File: src/rtl/izh_neuron_array.sv
// izh_neuron_array
// An array of Izhikevich-lite neurons that share one update datapath.
// Each tick, a small FSM visits every neuron once and updates its membrane (v)
// and recovery (u) state. It then publishes one spike vector for the whole sweep.
// Each neuron has its own {a,b,c,d} parameters and refractory counter.
// The membrane of one selected neuron can be read back for monitoring.

module izh_neuron_array #(
   parameter int N_NEURONS     = 4,
   parameter int V_WIDTH       = 12,
   parameter int SCALE_SHIFT   = 4,
   parameter int STIM_WIDTH    = 8,
   parameter int PARAM_WIDTH   = 6,
   parameter int DT_SHIFT      = 2,
   parameter int REFRACT_TICKS = 2,
   localparam int ADDR_W       = $clog2(N_NEURONS)
) (
   input  logic                            clk,
   input  logic                            reset,
   input  logic                            tick,
   input  logic [N_NEURONS*STIM_WIDTH-1:0] stim_in,
   input  logic [N_NEURONS-1:0]            neuron_en,
   input  logic                            param_we,
   input  logic [ADDR_W-1:0]               param_addr,
   input  logic [4*PARAM_WIDTH-1:0]        param_data,
   input  logic [ADDR_W-1:0]               mem_sel,
   output logic                            busy,
   output logic                            spike_valid,
   output logic [N_NEURONS-1:0]            spike_vec,
   output logic [7:0]                      membrane_out,
   output logic                            tick_overrun
);

   // Internal arithmetic is wide enough for 5*V*V with no overflow.
   localparam int IW = 2*V_WIDTH + 8;
   localparam int RW = (REFRACT_TICKS > 0) ? $clog2(REFRACT_TICKS + 1) : 1;

   localparam logic signed [IW-1:0] V_REST_I   = IW'(-70 * (2**SCALE_SHIFT));
   localparam logic signed [IW-1:0] V_THRESH_I = IW'(30 * (2**SCALE_SHIFT));
   localparam logic signed [IW-1:0] V_MAX_I    = IW'((2**(V_WIDTH-1)) - 1);
   localparam logic signed [IW-1:0] V_MIN_I    = IW'(-(2**(V_WIDTH-1)));
   localparam logic signed [IW-1:0] FIVE       = IW'(5);
   localparam logic signed [IW-1:0] C140       = IW'(140 * (2**SCALE_SHIFT));
   localparam logic signed [IW-1:0] MEM_MAX    = IW'(254);
   localparam logic signed [IW-1:0] ZERO_I     = '0;

   localparam logic signed [V_WIDTH-1:0] V_REST_V = V_WIDTH'(-70 * (2**SCALE_SHIFT));

   localparam logic [PARAM_WIDTH-1:0] A_DEF = PARAM_WIDTH'(20);
   localparam logic [PARAM_WIDTH-1:0] B_DEF = PARAM_WIDTH'(13);
   localparam logic [PARAM_WIDTH-1:0] C_DEF = PARAM_WIDTH'(5);
   localparam logic [PARAM_WIDTH-1:0] D_DEF = PARAM_WIDTH'(8);

   localparam logic [RW-1:0]     REF_LOAD = RW'(REFRACT_TICKS);
   localparam logic [ADDR_W-1:0] LAST_IDX = ADDR_W'(N_NEURONS - 1);

   localparam logic [0:0] ST_IDLE  = 1'b0;
   localparam logic [0:0] ST_SWEEP = 1'b1;

   logic [0:0]                      state;
   logic [ADDR_W-1:0]               idx;
   logic [N_NEURONS*STIM_WIDTH-1:0] stim_lat;
   logic [N_NEURONS-1:0]            en_lat;
   logic [N_NEURONS-1:0]            spike_acc;
   logic [N_NEURONS-1:0]            spike_acc_nxt;

   logic signed [V_WIDTH-1:0] v_mem   [N_NEURONS];
   logic signed [V_WIDTH-1:0] u_mem   [N_NEURONS];
   logic [RW-1:0]             ref_mem [N_NEURONS];

   logic [PARAM_WIDTH-1:0] prm_a [N_NEURONS];
   logic [PARAM_WIDTH-1:0] prm_b [N_NEURONS];
   logic [PARAM_WIDTH-1:0] prm_c [N_NEURONS];
   logic [PARAM_WIDTH-1:0] prm_d [N_NEURONS];

   logic signed [IW-1:0] cur_v, cur_u, stim_ext;
   logic signed [IW-1:0] pa, pb, pc, pd;
   logic signed [IW-1:0] v_sq, dv, bv, du;
   logic signed [IW-1:0] v_int, u_int, v_spk, u_spk;
   logic [STIM_WIDTH-1:0] stim_sel;

   logic signed [V_WIDTH-1:0] nxt_v, nxt_u;
   logic [RW-1:0]             nxt_ref;
   logic                      spike_now;

   logic signed [IW-1:0] sel_v, mem_diff;
   logic [7:0]           mem_next;

   function automatic logic signed [IW-1:0] sext(input logic signed [V_WIDTH-1:0] x);
      return {{(IW-V_WIDTH){x[V_WIDTH-1]}}, x};
   endfunction

   function automatic logic signed [IW-1:0] zext_p(input logic [PARAM_WIDTH-1:0] x);
      return {{(IW-PARAM_WIDTH){1'b0}}, x};
   endfunction

   // Clamp a wide result to the state range so v and u never wrap around.
   function automatic logic signed [V_WIDTH-1:0] sat_v(input logic signed [IW-1:0] x);
      logic signed [V_WIDTH-1:0] r;
      if (x > V_MAX_I)
         r = V_MAX_I[V_WIDTH-1:0];
      else if (x < V_MIN_I)
         r = V_MIN_I[V_WIDTH-1:0];
      else
         r = x[V_WIDTH-1:0];
      return r;
   endfunction

   // Shared datapath: compute the candidate next state of the neuron at idx.
   always_comb begin
      cur_v    = sext(v_mem[idx]);
      cur_u    = sext(u_mem[idx]);
      stim_sel = stim_lat[idx*STIM_WIDTH +: STIM_WIDTH];
      stim_ext = {{(IW-STIM_WIDTH){1'b0}}, stim_sel};
      pa       = zext_p(prm_a[idx]);
      pb       = zext_p(prm_b[idx]);
      pc       = zext_p(prm_c[idx]);
      pd       = zext_p(prm_d[idx]);

      v_sq  = (FIVE * cur_v * cur_v) >>> (7 + SCALE_SHIFT);
      dv    = v_sq + (FIVE * cur_v) + C140 - cur_u + (stim_ext <<< SCALE_SHIFT);
      bv    = (pb * cur_v) >>> 6;
      du    = (pa * (bv - cur_u)) >>> 10;
      v_int = cur_v + (dv >>> DT_SHIFT);
      u_int = cur_u + (du >>> DT_SHIFT);
      v_spk = V_REST_I + (pc <<< SCALE_SHIFT);
      u_spk = cur_u + (pd <<< SCALE_SHIFT);
   end

   // Choose what this neuron does this tick: frozen, refractory, spike or integrate.
   always_comb begin
      nxt_v     = v_mem[idx];
      nxt_u     = u_mem[idx];
      nxt_ref   = ref_mem[idx];
      spike_now = 1'b0;
      if (en_lat[idx]) begin
         if (ref_mem[idx] != '0) begin
            nxt_ref = ref_mem[idx] - 1'b1;
         end else if (cur_v >= V_THRESH_I) begin
            nxt_v     = sat_v(v_spk);
            nxt_u     = sat_v(u_spk);
            nxt_ref   = REF_LOAD;
            spike_now = 1'b1;
         end else begin
            nxt_v = sat_v(v_int);
            nxt_u = sat_v(u_int);
         end
      end
      spike_acc_nxt      = spike_acc;
      spike_acc_nxt[idx] = spike_now;
   end

   // Sweep sequencer with neuron state write-back and spike publication.
   always_ff @(posedge clk) begin
      if (reset) begin
         state        <= ST_IDLE;
         idx          <= '0;
         stim_lat     <= '0;
         en_lat       <= '0;
         spike_acc    <= '0;
         spike_vec    <= '0;
         spike_valid  <= 1'b0;
         busy         <= 1'b0;
         tick_overrun <= 1'b0;
         for (int i = 0; i < N_NEURONS; i++) begin
            v_mem[i]   <= V_REST_V;
            u_mem[i]   <= '0;
            ref_mem[i] <= '0;
         end
      end else begin
         spike_valid  <= 1'b0;
         tick_overrun <= 1'b0;
         case (state)
            ST_IDLE: begin
               if (tick) begin
                  stim_lat  <= stim_in;
                  en_lat    <= neuron_en;
                  idx       <= '0;
                  spike_acc <= '0;
                  busy      <= 1'b1;
                  state     <= ST_SWEEP;
               end
            end
            ST_SWEEP: begin
               if (tick)
                  tick_overrun <= 1'b1;
               v_mem[idx]   <= nxt_v;
               u_mem[idx]   <= nxt_u;
               ref_mem[idx] <= nxt_ref;
               spike_acc    <= spike_acc_nxt;
               if (idx == LAST_IDX) begin
                  spike_vec   <= spike_acc_nxt;
                  spike_valid <= 1'b1;
                  busy        <= 1'b0;
                  state       <= ST_IDLE;
               end else begin
                  idx <= idx + 1'b1;
               end
            end
            default: state <= ST_IDLE;
         endcase
      end
   end

   // Parameter table writes; a neuron updating on the same edge still sees the old values.
   always_ff @(posedge clk) begin
      if (reset) begin
         for (int i = 0; i < N_NEURONS; i++) begin
            prm_a[i] <= A_DEF;
            prm_b[i] <= B_DEF;
            prm_c[i] <= C_DEF;
            prm_d[i] <= D_DEF;
         end
      end else if (param_we && (int'(param_addr) < N_NEURONS)) begin
         prm_a[param_addr] <= param_data[4*PARAM_WIDTH-1 -: PARAM_WIDTH];
         prm_b[param_addr] <= param_data[3*PARAM_WIDTH-1 -: PARAM_WIDTH];
         prm_c[param_addr] <= param_data[2*PARAM_WIDTH-1 -: PARAM_WIDTH];
         prm_d[param_addr] <= param_data[PARAM_WIDTH-1 -: PARAM_WIDTH];
      end
   end

   // Map the selected membrane to a byte: 0 at rest, saturating at 254, FF when above threshold.
   always_comb begin
      sel_v    = (int'(mem_sel) < N_NEURONS) ? sext(v_mem[mem_sel]) : V_REST_I;
      mem_diff = (sel_v - V_REST_I) >>> (SCALE_SHIFT - 1);
      if (sel_v >= V_THRESH_I)
         mem_next = 8'hFF;
      else if (mem_diff < ZERO_I)
         mem_next = 8'h00;
      else if (mem_diff > MEM_MAX)
         mem_next = 8'd254;
      else
         mem_next = mem_diff[7:0];
   end

   // Register the readout so it has one cycle of latency from mem_sel.
   always_ff @(posedge clk) begin
      if (reset)
         membrane_out <= 8'h00;
      else
         membrane_out <= mem_next;
   end

endmodule

File: config.mk
export PLATFORM = sky130hd
export DESIGN_NAME = izh_neuron_array
export DESIGN_NICKNAME = d
export VERILOG_FILES = /design/src/rtl/izh_neuron_array.sv
export SDC_FILE = /design/constraint.sdc
export NUM_CORES = 1
export LEC_CHECK = 0
export CORE_MARGIN = 2
export CORE_UTILIZATION = 25
export DETAILED_ROUTE_END_ITERATION = 12
export PLACE_DENSITY_LB_ADDON = 0.1
export SYNTH_ARGS = -nofsm -noshare
export SYNTH_HDL_FRONTEND = slang
export SYNTH_SLANG_ARGS = --single-unit
File: constraint.sdc
create_clock -name clk -period 19.8 [get_ports clk]
set_input_delay 4.95 -clock clk [delete_from_list [all_inputs] [get_ports clk]]
set_output_delay 4.95 -clock clk [all_outputs]
set_load 0.1 [all_outputs]
Yosys cells after proc, flatten, opt, wreduce, memory -nomap -nowiden
Memory sizes are Yosys's and may differ from the RTL's. A register that Yosys moved wholly into a read port is not among the register bits.
Index checks and enable logic that the tools add are counted.
{"block": "word_totals", "register_bits": 58, "ram_bits": 200, "output_inout_bits": 15, "mem_count": 7}
{"memory": "u_mem", "words": 4, "width": 12, "rd": 1, "rd_clocked_by_memory_dff": 1, "write_ports": 4, "line": "68", "rtl": "logic signed [V_WIDTH-1:0] u_mem [N_NEURONS];"}
{"memory": "v_mem", "words": 4, "width": 12, "rd": 2, "rd_clocked_by_memory_dff": 1, "write_ports": 4, "line": "67", "rtl": "logic signed [V_WIDTH-1:0] v_mem [N_NEURONS];"}
{"memory": "prm_a", "words": 4, "width": 6, "rd": 1, "rd_clocked_by_memory_dff": 1, "write_ports": 4, "line": "71", "rtl": "logic [PARAM_WIDTH-1:0] prm_a [N_NEURONS];"}
{"memory": "prm_b", "words": 4, "width": 6, "rd": 1, "rd_clocked_by_memory_dff": 1, "write_ports": 4, "line": "72", "rtl": "logic [PARAM_WIDTH-1:0] prm_b [N_NEURONS];"}
{"memory": "prm_c", "words": 4, "width": 6, "rd": 1, "rd_clocked_by_memory_dff": 1, "write_ports": 4, "line": "73", "rtl": "logic [PARAM_WIDTH-1:0] prm_c [N_NEURONS];"}
{"memory": "prm_d", "words": 4, "width": 6, "rd": 1, "rd_clocked_by_memory_dff": 1, "write_ports": 4, "line": "74", "rtl": "logic [PARAM_WIDTH-1:0] prm_d [N_NEURONS];"}
{"memory": "1 more memories"}
{"block": "classes", "add_sub_neg": 12, "multipliers": 4, "order_cmp": 14, "eq_ne": 4, "shift": 1, "mux": 83, "bitwise_logic": 1, "n_reduce_logical": 14}
{"operator": "12-bit two-way mux", "n": 16}
{"operator": "2-bit two-way mux", "n": 27}
{"operator": "13-bit by 12-bit greater-than comparator with 1-bit output (second input constant)", "n": 3}
{"operator": "13-bit by 12-bit < comparator with 1-bit output (second input constant)", "n": 3}
{"operator": "32-bit by 6-bit indexed part select with 8-bit output", "n": 1}
{"operator": "16-bit by 12-bit multiplier with 28-bit output", "n": 1}
{"operator": "1-bit two-way mux", "n": 25}
{"operator": "12-bit by 10-bit >= comparator with 1-bit output (second input constant)", "n": 2}
{"operator": "6-bit two-way mux", "n": 4}
{"operator": "8-bit two-way mux", "n": 3}
{"operator": "12-bit OR reduction", "n": 2}
{"operator": "6-bit OR reduction", "n": 4}
{"operator": "20-bit by 13-bit adder with 21-bit output", "n": 1}
{"operator": "7-bit by 14-bit multiplier with 21-bit output", "n": 1}
{"operator": "12-bit by 19-bit adder with 20-bit output", "n": 1}
{"operator": "20-bit by 12-bit greater-than comparator with 1-bit output (second input constant)", "n": 1}
{"operator": "20-bit by 12-bit < comparator with 1-bit output (second input constant)", "n": 1}
{"operator": "19-bit by 12-bit subtractor with 20-bit output", "n": 1}
{"operator": "18-bit by 13-bit adder with 19-bit output (second input constant)", "n": 1}
{"operator": "7-bit by 12-bit multiplier with 19-bit output", "n": 1}
{"operator": "17-bit by 16-bit adder with 18-bit output", "n": 1}
{"operator": "4-bit by 12-bit multiplier with 16-bit output (first input constant)", "n": 1}
{"operator": "13-bit by 12-bit subtractor with 14-bit output", "n": 1}
{"operator": "12-bit by 11-bit adder with 13-bit output", "n": 1}
{"operator": "24 further kinds", "n": 30}

Longest topological paths before layout
Gate-level depths: netlist of run 1.
{"block": "logic_depth", "ltp_word": 14, "ltp_mapped": 65, "depth_no_buf": 62}

Least setup slack after synthesis of run 1
No wires, ideal clock.
{"block": "synth_timing", "path_kind": "register to register", "from": "register (tool-made name)", "to": "memory v_mem[0][4], data pin", "arrival_ns": 13.439, "required_time_ns": 19.532, "slack_ns": 6.092, "path_stages_with_launch": 60, "path_buffers": 5, "synth_period_minus_slack_ns": 13.708, "cell_sequence": "dfxtp_1 -> buf_4 -> buf_6 -> buf_6 -> mux2i_1 -> mux2_2 -> clkinv_1 -> ha_1 -> ha_1 -> inv_1 -> fa_1 -> nor2b_1 -> o21ai_0 -> a21boi_0 -> o21ai_0 -> a21boi_0 -> o21a_1 -> o21ai_0 -> [24 not listed] -> ha_1 -> and2_1 -> o21ai_0 -> o31ai_1 -> o41ai_1 -> xnor2_1 -> ha_1 -> clkbuf_1 -> a21oi_1 -> o21a_1 -> nor2b_1 -> nand2_1 -> or3_1 -> a211oi_1 -> a41oi_1 -> nor2_1 -> a21boi_0 -> nor2_1"}
{"element": "end, declared", "line": "67"}

==> flow_summary.ini, run 1 <==
[sta]
finalSetupViolations = 0
fin_crit_sh_pct = 86.1
min_period_ps = 17050
clock_skew_ps = 6.71
clock.fmax_mhz = 58.6
drv_slew = 0
final_hold_viol_count = 0
tns_ps = 0
rsz0062_at_grt = no
worst_pin_slew_ps = 1080
max_slew_margin_pct = 27.6

[layout]
multi_input_area_mm2 = 0.0188
register_area_mm2 = 0.00719
drive_gt1_share_pct = 7.01
nets = 3621
final_cell_mix = inv_1 (467), nor2_1 (319), fa_1 (313)
final_cells = 4495
syn_to_final_growth_pct = 12.3
mostFrequentLayoutCell = inv_1
fillers = 12000
antennaDiodeCount = 0

[worst_setup_path]
start_kind = flop
crit_arrival_ps = 17340
criticalPathCategory = flop to flop
cp.required_ps = 20090
critPathMaxFanout = 33
cp-end-kind = flop
slowest_stage = dfxtp_4
reg2reg_depth = 60
cp_slowest_stage_delay_ps = 740

[floorplanning]
fp.dieH_um = 340
die_x_um = 340
initial_core_util_pct = 25.1
die-area_mm2 = 0.115
rows = 123
core_area_mm2 = 0.112
pin_count = 83

[clock_tree]
clk_pin_slew_ps = 70
numClockSinks = 259
cts.repair_timing.setup_buffer_count = 0
cts-root-buf = clkbuf_16
cts_buffer_depth = 3
hold_buffers = 0
clock_latency_ps = 550
cts-resized-gates = 0
htreeDepth = 1
cts_tree = done
cts_made_buffers = 25

[logic_synthesis]
synth-edff-count = 200
synth_cell_types = 76
syn_nets = 3561
syn_inst = 2917
syn_avg_cell_area_um2 = 9.65
ys_ff_latch = 259
yosysWarnings = 0
async_flop_share_pct = 0
synthFlopType = edfxtp_1
netlist_area_mm2 = 0.0281
seq_area_frac_synth_pct = 25.5

[drt]
wl_per_cell_um = 18.7
drtIter0Drc = 1091
maxUsedRoutingLayer = met5
drt-met1-wl_mm = 39.0
drc = 0
vias_per_cell = 4.54
antenna_left = 0
first_pass_iters = 5
wl_mm = 83.9
met2_length_mm = 40.5
wl_met3_mm = 2.73
num_vias = 20400

[flow_run]
drv_cap = 0

[global_route]
grt_usage_pct = 14.8
grt_pass1_vias = 22200
grt_pass1_wl_mm = 133
overflow = 0
antenna_found_initial = 1
grt_max_degree = 58

[placed_design]
io_buffers = 82
gp_congestion = 0.791
dp_hpwl_mm = 63.3
placed_cells = 4450

[min_path]
hold_class = flop to flop
holdPathStages = 2

[outcome]
status = complete, no violations
sequential cells by signal (all words and copies together) (netlist names), named ones only:
| name | count |
|---|---|
| busy | 1 |
| en_lat | 4 |
| idx | 2 |
| membrane_out | 8 |
| prm_a | 24 |
| prm_b | 24 |
| prm_c | 24 |
| prm_d | 24 |
| ref_mem | 8 |
| spike_acc | 3 |
| spike_valid | 1 |
| spike_vec | 4 |
| state | 1 |
| stim_lat | 32 |
| tick_overrun | 1 |
| u_mem | 48 |
| v_mem | 48 |
synth_stat cells (6+ instances only):
| library cell | count | area share, % |
|---|---|---|
| o211ai_1 | 9 | 0.24 |
| nor2b_1 | 33 | 0.73 |
| a21boi_0 | 7 | 0.19 |
| o21bai_1 | 10 | 0.27 |
| ha_1 | 263 | 12 |
| nor2_1 | 320 | 4.3 |
| a31o_2 | 9 | 0.28 |
| nor3_1 | 40 | 0.71 |
| o21ai_0 | 72 | 1.3 |
| or2_2 | 25 | 0.56 |
| a211oi_1 | 9 | 0.24 |
| buf_2 | 12 | 0.21 |
| fa_1 | 313 | 22 |
| a21o_1 | 24 | 0.64 |
| nand2_1 | 300 | 4.0 |
| xor2_1 | 38 | 1.2 |
| and3_1 | 10 | 0.22 |
| nand3_1 | 27 | 0.48 |
| nand4_1 | 13 | 0.29 |
| nor4_1 | 9 | 0.20 |
| a221o_1 | 6 | 0.21 |
| nand2b_1 | 67 | 1.5 |
| clkinv_1 | 8 | 0.11 |
| buf_1 | 10 | 0.13 |
| mux2i_1 | 32 | 1.1 |
| mux2_2 | 22 | 0.88 |
| a21oi_1 | 120 | 2.1 |
| mux4_2 | 49 | 3.9 |
| or3_1 | 6 | 0.13 |
| edfxtp_1 | 200 | 21 |
| o22ai_1 | 7 | 0.16 |
| clkbuf_1 | 67 | 0.89 |
| xnor2_1 | 74 | 2.3 |
| o21a_1 | 17 | 0.45 |
| dfxtp_1 | 59 | 4.2 |
| and2_1 | 77 | 1.7 |
| o31ai_1 | 6 | 0.16 |
| a31oi_1 | 12 | 0.27 |
| inv_1 | 467 | 6.2 |
cell families (layout without fill, tap and decap cells):
logic type | Yosys count | after routing | synth area share (%)
and+or+nand+nor | 941 | 941 | 15.2
xor gates and xnor gates | 112 | 112 | 3.48
AOI/OAI and AO/OA | 356 | 356 | 8.16
adders and majority gates | 576 | 576 | 33.9
buffers and inverters | 570 | 648 | 7.76
muxes | 103 | 103 | 5.94
DFF | 259 | 259 | 25.5
per-stage QoR:
step / utilization [%] / cell area (µm²) / setup WS, ps / hold WS [ps]
6_report: 28.2 / 31600 / 2750 / 453
5_1_grt: 28.2 / 31600 / 1260 / 478
4_1_cts: 28.2 / 31600 / 2580 / 456
3_5_place_dp: 27.5 / 30800 / 2670 / 447
3_3_place_gp: 27.5 / 30800 / 2970 / 444
2_1_floorplan: - / 28100 / 6090 / 433
final cells by class:
| cell class | instances | share of cell area, % |
|---|---|---|
| Inverter | 476 | 5.65 |
| Multi-Input combinational cell | 2088 | 59.5 |
| Timing Repair Buffer | 127 | 3.65 |
| Clock inverter | 15 | 0.376 |
| Clock buffer | 30 | 2.10 |
| Tap cell | 1500 | 5.94 |
| Sequential cell | 259 | 22.8 |
layer usage:
layer  vias up  track usage (%)
met5         -                0
met3        78             1.28
met1     10300             20.3
met4         2             3.19
li1       9661                -
met2       346             25.5
final timing paths:
path / startpoint / end / slack [ps]
worst min-delay path: stim_lat[6] / stim_lat[6] / 450
worst max-delay path: flop / v_mem[0][4] / 2750
worst max register to register: flop / v_mem[0][4] / 2750
worst min register to register: stim_lat[6] / stim_lat[6] / 450
worst max-delay path, delay by kind of cell (launching register included):
family | cells | cell delay (ps)
DFF | 1 | 740
muxes | 2 | 820
xor gates and xnor gates | 2 | 370
adders and majority gates | 15 | 6500
AOI/OAI and AO/OA | 20 | 4930
buffers and inverters | 10 | 1550
and+or+nand+nor | 11 | 1840
Power of run 1 is left out: the tool's default activity adds up to more than one toggle a clock period on the data nets, which glitch-free logic cannot reach.
==> run 2, diff against run 1 <==
CORE_UTILIZATION = 55   (was 25)
MAX_ROUTING_LAYER = met4   (was unset)
==> flow_summary.ini, run 2 (same netlist as run 1, synthesis figures left out) <==
[clock_tree]
cts_tree = done
htreeDepth = 1
numClockSinks = 259
cts.repair_timing.setup_buffer_count = 0
cts-root-buf = clkbuf_16
clk_pin_slew_ps = 70
hold_buffers = 0
cts-resized-gates = 0
cts_buffer_depth = 3
clock_latency_ps = 540
cts_made_buffers = 24

[drt]
num_vias = 20600
vias_per_cell = 5.63
drc = 0
first_pass_iters = 5
antenna_left = 0
wl_mm = 68.4
wl_per_cell_um = 18.7
drtIter0Drc = 1351

[layout]
syn_to_final_growth_pct = 8.46
top_regs = u_mem (48), v_mem (48), stim_lat (32)
antennaDiodeCount = 0
drive_gt1_share_pct = 6.61
mostFrequentLayoutCell = inv_1
nets = 3606
final_cells = 3652
final_cell_mix = inv_1 (467), nor2_1 (320), fa_1 (313)

[global_route]
grt_pass1_vias = 21400
grt_pass1_wl_mm = 112
antenna_found_initial = 0
grt_usage_pct = 27.5
overflow = 0
grt_max_degree = 58

[worst_setup_path]
cp-end-kind = flop
cp.required_ps = 20070
start_kind = flop
reg2reg_setup_slack_ps = 3030
slowest_stage = dfxtp_4
critPathMaxFanout = 36
criticalPathCategory = flop to flop
crit_arrival_ps = 17030
crit_top_cell = inv_1
cp_slowest_stage_delay_ps = 750

[placed_design]
placed_cells = 3608
io_buffers = 82
gp_congestion = 0.881
dp_hpwl_mm = 52.1

[flow_run]
drv_cap = 0

[floorplanning]
core_area_mm2 = 0.0504
die-area_mm2 = 0.0530
rows = 82
die_x_um = 230
pin_count = 83
initial_core_util_pct = 55.9
fp.dieH_um = 230

[sta]
finalSetupViolations = 0
rsz0062_at_grt = no
min_period_ps = 16770
final_hold_viol_count = 0
drv_slew = 0
fin_crit_sh_pct = 84.7
tns_ps = 0
worst_pin_slew_ps = 1260
clock_skew_ps = 21.7
clock.fmax_mhz = 59.6
max_slew_margin_pct = 15.4

[outcome]
status = complete, no violations

[min_path]
hold_class = flop to flop
min_from = stim_lat[4]
-- run 2: changes by cell type in the layout (fill, tap and decap cells not counted), sizes merged --
cell	change
clkinvlp	+2
clkinv	-6
bufinv	+1
buf	-14
inv	+2
-- run 2: final timing paths --
path            endpoint  cells after the start
min reg2reg  stim_lat[4]                      2
min          stim_lat[4]                      2
max reg2reg  v_mem[1][4]                     57
max          v_mem[1][4]                     57
-- run 2: layer usage --
layer | GRT usage [%] | vias up | part of all wire (%)
li1 | - | 9622 | -
met1 | 37.4 | 10200 | 44
met2 | 45.2 | 626 | 48
met3 | 2.90 | 80 | 5.9
met4 | 5.20 | 0 | 1.7
met5 | - | - | 0
-- run 2: stage by stage --
step | instance area, µm² | util, % | worst slack (ps) | hold slack [ps]
2_1_floorplan | 28100 | - | 6090 | 433
3_3_place_gp | 29700 | 58.9 | 3680 | 441
3_5_place_dp | 29700 | 58.9 | 3240 | 447
4_1_cts | 30500 | 60.6 | 3180 | 453
5_1_grt | 30500 | 60.6 | 1740 | 475
6_report | 30500 | 60.6 | 3030 | 453
-- run 2: critical path: cells and delay by family (launching register included) --
family                     cells  cell delay, ps
AOI/OAI and AO/OA             15            3840
xor gates and xnor gates       3             660
adders and majority gates     15            6430
buffers and inverters         10            1450
DFF                            1             750
muxes                          2             850
and+or+nand+nor               12            2520
-- run 2: final cells by class --
class | instances | area [µm²]
tap | 672 | 841
sequential | 259 | 7190
inverter | 476 | 1790
clock inverter | 14 | 170
timing repair buffer | 113 | 1050
multi-input combinational | 2088 | 18800
fill | 4290 | 19800
clock buffer | 30 | 674
Power of run 2 is left out for the same reason.
==> run 3, diff against run 2 <==
clock period = 15.35 ns   (was 19.8 ns; I/O delays follow)
==> flow_summary.ini, run 3 (same netlist as run 1, synthesis figures left out) <==
[floorplanning]
rows = 82
initial_core_util_pct = 55.9
core_area_mm2 = 0.0504
die_x_um = 230
fp.dieH_um = 230
pin_count = 83
die-area_mm2 = 0.0530

[placed_design]
gp_congestion = 0.905
dp_hpwl_mm = 54.3
io_buffers = 82
pre_cts_ws_ps = 285

[layout]
multi_input_area_mm2 = 0.0189
final_cell_mix = inv_1 (465), nor2_1 (318), fa_1 (313)
register_area_mm2 = 0.00719
drive_gt1_share_pct = 7.99
antennaDiodeCount = 0
fillers = 4278
nets = 3630
final_core_util_pct = 61.1
syn_to_final_growth_pct = 9.35
mostFrequentLayoutCell = inv_1
top_regs = u_mem (48), v_mem (48), stim_lat (32)

[sta]
rsz0062_at_grt = yes
finalSetupViolations = 0
fin_crit_sh_pct = 95.6
tns_ps = 0
drv_slew = 0
final_hold_viol_count = 0
layout_setup_ws_ps = 681
clock.fmax_mhz = 68.2
max_slew_margin_pct = 21.6
min_period_ps = 14670
worst_pin_slew_ps = 1170
clock_skew_ps = 21.5

[global_route]
grt_usage_pct = 28.6
grt_pass1_wl_mm = 115
grt_max_degree = 58
antenna_found_initial = 0
grt_pass1_vias = 21300
overflow = 0

[clock_tree]
clock_latency_ps = 520
cts_buffer_depth = 3
cts_tree = done
numClockSinks = 259
cts-root-buf = clkbuf_16
htreeDepth = 1
clk_pin_slew_ps = 60
cts_made_buffers = 24
hold_buffers = 0

[min_path]
hold_class = flop to flop
holdPathStages = 2
hold_end = stim_lat[23]
min_from = stim_lat[23]

[drt]
vias_per_cell = 5.61
antenna_left = 0
wl_per_cell_um = 19.3
drc = 0
drtIter0Drc = 1505
num_vias = 20600
wl_mm = 70.9
first_pass_iters = 8

[worst_setup_path]
reg2reg_setup_slack_ps = 680
criticalPathCategory = flop to flop
crit_arrival_ps = 14970
critPathMaxFanout = 13
slowest_stage = fa_1
cp.required_ps = 15650
rr_endpoint = v_mem[0][0]
start_kind = flop
reg2reg_depth = 53
cp_slowest_stage_delay_ps = 570
cp-end-kind = flop

[outcome]
status = complete, no violations

[flow_run]
drv_cap = 0
## run 3: per-layer routing
metal / part of all wire, % / global-route usage (%)
met1: 44 / 39.1
met2: 47 / 45.3
met3: 7.3 / 4.14
met4: 2.3 / 6.83
met5: 0 / -
## run 3: how the worst max path moves through the flow
stage                     startpoint          end  depth (start not counted)
after floorplan                 flop  v_mem[0][4]                         59
after global routing            flop  v_mem[0][0]                         58
after CTS                       flop  v_mem[0][4]                         54
after detailed placement        flop  v_mem[0][4]                         54
final                           flop  v_mem[0][0]                         53
after global placement          flop  v_mem[2][0]                         54
## run 3: area by class of cell
| type | instances | share of cell area (%) |
|---|---|---|
| multi-input cells | 2088 | 61.5 |
| flip-flops and latches | 259 | 23.4 |
| inverters | 476 | 5.82 |
| repair buffers | 137 | 4.11 |
| well taps | 672 | 2.73 |
| clock buffers | 35 | 2.29 |
| clock inverters | 7 | 0.146 |
## run 3: what timing repair did
action                                 in CTS  in global routing
resized for setup                           0                 39
setup endpoints to repair                   0                 88
endpoints found under the hold margin       0                  0
setup buffers                               0                  6
## run 3: stage by stage
step | hold WS, ps | std cells | cell area (µm²)
4_1_cts | 452 | 3668 | 30600
5_1_grt | 472 | 3674 | 30800
3_3_place_gp | 441 | 3626 | 29800
3_5_place_dp | 444 | 3626 | 29800
2_1_floorplan | 433 | 2917 | 28100
6_report | 452 | 3674 | 30800
## run 3: worst max-delay path, delay by kind of cell (launching register included)
kind                       cells  cell delay, ps
muxes                          1             410
and+or+nand+nor                9            1720
buffers and inverters          6            1010
adders and majority gates     14            5970
xor gates and xnor gates       3             460
DFF                            1             450
AOI/OAI and AO/OA             20            4370
Power of run 3 is left out for the same reason.
